<file path="src/rtl/waveform_pkg.sv">
// rtl/waveform_pkg.sv - shared state encoding and default width for the waveform sequence driver
package waveform_pkg;

    localparam int DEFAULT_WIDTH = 4;

    typedef enum logic [1:0] {
        IDLE,
        SHIFT,
        COUNT,
        DONE
    } state_t;

endpackage

</file>
<file path="src/rtl/waveform_piso.sv">
// rtl/waveform_piso.sv - parallel-load, shift-left register with zero fill and registered MSB
module waveform_piso #(
    parameter int WIDTH = 4
) (
    input  logic             clk,
    input  logic             reset,
    input  logic             load,
    input  logic             shift_en,
    input  logic [WIDTH-1:0] load_value,
    output logic             msb
);

    logic [WIDTH-1:0] shreg_q, shreg_d;

    always_comb begin
        shreg_d = shreg_q;
        if (load) begin
            shreg_d = load_value;
        end else if (shift_en) begin
            shreg_d = {shreg_q[WIDTH-2:0], 1'b0};
        end
    end

    always_ff @(posedge clk) begin
        if (reset) begin
            shreg_q <= '0;
        end else begin
            shreg_q <= shreg_d;
        end
    end

    // After WIDTH shifts the register is all zero, so msb is 0 outside SHIFT
    assign msb = shreg_q[WIDTH-1];

endmodule

</file>
<file path="src/rtl/waveform_seq_driver.sv">
// rtl/waveform_seq_driver.sv - accepts a value and drives shift_ena/data, count_ena and a done pulse
module waveform_seq_driver
    import waveform_pkg::*;
#(
    parameter int WIDTH = DEFAULT_WIDTH,
    parameter int CW    = $clog2(WIDTH + 1)
) (
    input  logic             clk,
    input  logic             reset,
    input  logic             start_valid,
    output logic             start_ready,
    input  logic [WIDTH-1:0] start_value,
    output logic             shift_ena,
    output logic             data,
    output logic             count_ena,
    output logic             busy,
    output logic             done
);

    localparam logic [CW-1:0]    LAST_IDX = CW'(WIDTH - 1);
    localparam logic [CW-1:0]    MAX_IDX  = CW'(WIDTH);
    localparam logic [CW-1:0]    IDX_ONE  = CW'(1);
    localparam logic [WIDTH-1:0] CNT_ONE  = WIDTH'(1);

    state_t           state_q, state_d;
    logic [CW-1:0]    idx_q, idx_d;
    logic [WIDTH-1:0] cnt_q, cnt_d;
    logic             shift_ena_q, shift_ena_d;
    logic             count_ena_q, count_ena_d;
    logic             busy_q, busy_d;
    logic             done_q, done_d;
    logic             load;
    logic             shifting;

    assign start_ready = (state_q == IDLE);
    assign load        = start_valid && start_ready;
    assign shifting    = (state_q == SHIFT);

    always_comb begin
        state_d = state_q;
        idx_d   = idx_q;
        cnt_d   = cnt_q;
        case (state_q)
            IDLE: begin
                if (load) begin
                    state_d = SHIFT;
                    idx_d   = '0;
                    cnt_d   = start_value;
                end
            end
            SHIFT: begin
                idx_d = (idx_q == MAX_IDX) ? idx_q : idx_q + IDX_ONE;
                if (idx_q == LAST_IDX) begin
                    state_d = (cnt_q != '0) ? COUNT : DONE;
                end
            end
            COUNT: begin
                cnt_d = cnt_q - CNT_ONE;
                if (cnt_q == CNT_ONE) begin
                    state_d = DONE;
                end
            end
            DONE: begin
                state_d = IDLE;
            end
            default: begin
                state_d = IDLE;
            end
        endcase

        // Outputs are decoded from the next state so they line up with it
        shift_ena_d = (state_d == SHIFT);
        count_ena_d = (state_d == COUNT);
        busy_d      = (state_d != IDLE);
        done_d      = (state_d == DONE);
    end

    always_ff @(posedge clk) begin
        if (reset) begin
            state_q     <= IDLE;
            idx_q       <= '0;
            cnt_q       <= '0;
            shift_ena_q <= 1'b0;
            count_ena_q <= 1'b0;
            busy_q      <= 1'b0;
            done_q      <= 1'b0;
        end else begin
            state_q     <= state_d;
            idx_q       <= idx_d;
            cnt_q       <= cnt_d;
            shift_ena_q <= shift_ena_d;
            count_ena_q <= count_ena_d;
            busy_q      <= busy_d;
            done_q      <= done_d;
        end
    end

    waveform_piso #(
        .WIDTH(WIDTH)
    ) u_piso (
        .clk       (clk),
        .reset     (reset),
        .load      (load),
        .shift_en  (shifting),
        .load_value(start_value),
        .msb       (data)
    );

    assign shift_ena = shift_ena_q;
    assign count_ena = count_ena_q;
    assign busy      = busy_q;
    assign done      = done_q;

endmodule

</file>
<file path="config.mk">
export PLATFORM = sky130hd
export DESIGN_NAME = waveform_seq_driver
export DESIGN_NICKNAME = d
export VERILOG_FILES = /design/src/rtl/waveform_pkg.sv /design/src/rtl/waveform_piso.sv /design/src/rtl/waveform_seq_driver.sv
export SDC_FILE = /design/constraint.sdc
export NUM_CORES = 1
export LEC_CHECK = 0
export CAP_MARGIN = 10
export CORE_MARGIN = 10
export CORE_UTILIZATION = 51
export DETAILED_ROUTE_END_ITERATION = 6
export PLACE_DENSITY = 0.8
export SLEW_MARGIN = 30
export SYNTH_ARGS = -nofsm -noshare
export SYNTH_HDL_FRONTEND = slang
export SYNTH_HIERARCHICAL = 1
export SYNTH_SLANG_ARGS = --single-unit
</file>
<file path="constraint.sdc">
create_clock -name clk -period 1.95 [get_ports clk]
set_clock_uncertainty 0.15 [all_clocks]
set_input_delay 0.39 -clock clk [delete_from_list [all_inputs] [get_ports clk]]
set_output_delay 0.39 -clock clk [all_outputs]
set_load 0.03 [all_outputs]
</file>
==> qor.yml <==
grt_pass1_vias: 741
cts_hold_buf: 0
r2r-start: "idx_q[0]$_SDFFE_PP0P_"
hold_viol_final: 0
synth-edff-count: 0
vias_per_cell: 5.57
path_max_fanout: 2
grt_start_max_net_pins: 15
reg2regPathDepth: 5
core-area_um2: 1540
fill_cells: 143
clockRootBuffer: "clkbuf_4"
crit_path_start: "u_piso/shreg_q[3]$_SDFFE_PP0P_"
wl_mm: 1.84
crit_arrival_ns: 1.28
slew_headroom: 0.630
ant_nets: 0
whs_path_depth: 2
path_clk_slew_ns: 0.09
firstDrtPassIters: 4
start_util: 0.557
peakVddDrop_mv: 0.430
grt_antenna_before_repair: 0
cts_resized: 0
gp_congestion: 0.930
fp.dieW_um: 61.0
finalSetupTns_ns: 0
netlist_area_um2: 858
leakagePower_nw: 0.417
drive_gt1_frac: 0.0783
nNetsFinal: 129
cts_buffers: 3
holdCritStartpoint: "cnt_q[2]$_SDFFE_PP0P_"
async_flop_share: 0
io_buffers: 12
synth.distinct_cells: 32
place_hpwl_mm: 1.39
p_per_area_nw_per_um2: 654
place_ws_ns: -0.0474
io_pins: 13
grt_setup_unrepaired: "false"
max_freq_mhz: 550
fin_crit_sh: 0.933
hold_class: "register to register"
path_cells: "clkdlybuf4s50_1"
drtIter0Drc: 11
grt_pass1_wl_mm: 3.18
cts_tree: "yes"
clock_latency_ns: 0.28
endpoint_kind: "primary output"
cts.sinks: 17
avgRoutedWirePerCell_um: 14.0
gr-usage-all-layers: 0.110
status: "completed"
startpoint_type: "register"
required_ns: 1.41
die_h_um: 61.0
critPathSlowestCell: "clkdlybuf4s50_1"
crit_family: "buffers and inverters"
synthToLayoutAreaGrowth_pct: 21.7
period_needed_ns: 1.82
syn_avg_cell_area_um2: 8.85
cts_buffer_depth: 2
slew_violations: 0
dieArea_um2: 3720
yosysSeqAreaShare: 0.397
grt-ovfl-total: 0
diodes: 0
synth.yosys.warnings: 6
syn_nets: 110
num_vias: 730
postCtsSetupRepairBufs: 0
synth-seq-cells: 17
worst_slack_ns: 0.131
drc_errors: 0
drv_cap: 0
worst_pin_slew_ns: 0.555
synth-main-ff-cell: "dfxtp_1"
critPathKind: "register to primary output"
htree_levels: 1
syn_inst: 97
path_depth: 1
critical_path_buf_inv_count: 1
fp-row-count: 14
max_stage_delay_ns: 0.67
setup_viol: 0
==> sequential cells by signal, indices dropped and copies added (netlist names) <==
name / count
idx_q: 3
cnt_q: 4
u_piso/shreg_q: 4
busy: 1
count_ena: 1
state_q: 2
shift_ena: 1
done: 1
==> power by group <==
part | switching (mW) | leakage [nW] | internal [mW] | total [mW]
clock | 0.0976 | 0.0150 | 0.0792 | 0.177
combinational | 0.0706 | 0.262 | 0.0599 | 0.130
sequential | 0.0104 | 0.140 | 0.366 | 0.376
total | 0.179 | 0.417 | 0.505 | 0.684
==> synth_stat cells (2+ instances only) <==
master    instances  area [um2]
a211oi_1          4        30.0
a21oi_1          11        55.1
dfxtp_1          17         340
ha_1              6        75.1
inv_1            11        41.3
mux2i_1           4        40.0
nand2_1           2        7.51
nand3_1           3        15.0
nor2_1            4        15.0
nor2b_1           5        31.3
o21ai_0           6        30.0
or3_1             2        12.5
or3b_1            2        17.5
or4_1             2        15.0
==> stage by stage <==
stage          instances  area [um2]   util  power (mW)  hold slack, ns
2_1_floorplan         97         858      -       0.464           0.308
3_3_place_gp         127        1020  0.659       0.510           0.330
3_5_place_dp         127        1020  0.659       0.515           0.336
4_1_cts              131        1040  0.676       0.693           0.352
5_1_grt              131        1040  0.678       0.723           0.396
6_report             131        1040  0.678       0.684           0.354
==> metal layers <==
metal,part of all wire,track usage,vias to the layer above
li1,-,-,390
met1,0.47,0.131,311
met2,0.43,0.167,24
met3,0.080,0.0350,5
met4,0.020,0.0658,0
met5,0,0,-
==> cells in the final DEF (no fill, tap or decap), types with 2 or more instances in the layout <==
master / n
dfxtp_1: 17
or4_1: 2
clkbuf_4: 3
buf_4: 5
nor2_1: 4
or3b_1: 2
a21oi_1: 11
mux2i_1: 4
clkdlybuf4s50_1: 11
inv_1: 11
a211oi_1: 4
nand3_1: 3
ha_1: 6
o21ai_0: 6
nand2_1: 2
nor2b_1: 5
or3_1: 2
==> worst paths after layout <==
path,to,slack (ns)
max reg2reg,idx_q[1]$_SDFFE_PP0P_,0.24
max,data,0.13
min reg2reg,cnt_q[2]$_SDFFE_PP0P_,0.35
min,cnt_q[2]$_SDFFE_PP0P_,0.35
==> layout make-up <==
cell class	instances	area [um2]	area share
multi-input cells	65	453	0.434
repair buffers	17	160	0.153
flip-flops and latches	17	340	0.326
inverters	12	45.0	0.0431
well taps	16	20.0	0.0192
clock buffers	4	26.3	0.0251
==> cell families after synthesis <==
kind of cell,synth area share
adders and majority gates,0.0875
DFF,0.397
muxes,0.0466
AOI/OAI and AO/OA,0.213
buffers and inverters,0.0758
and+or+nand+nor,0.181
Power figures use the tool's default switching activity.
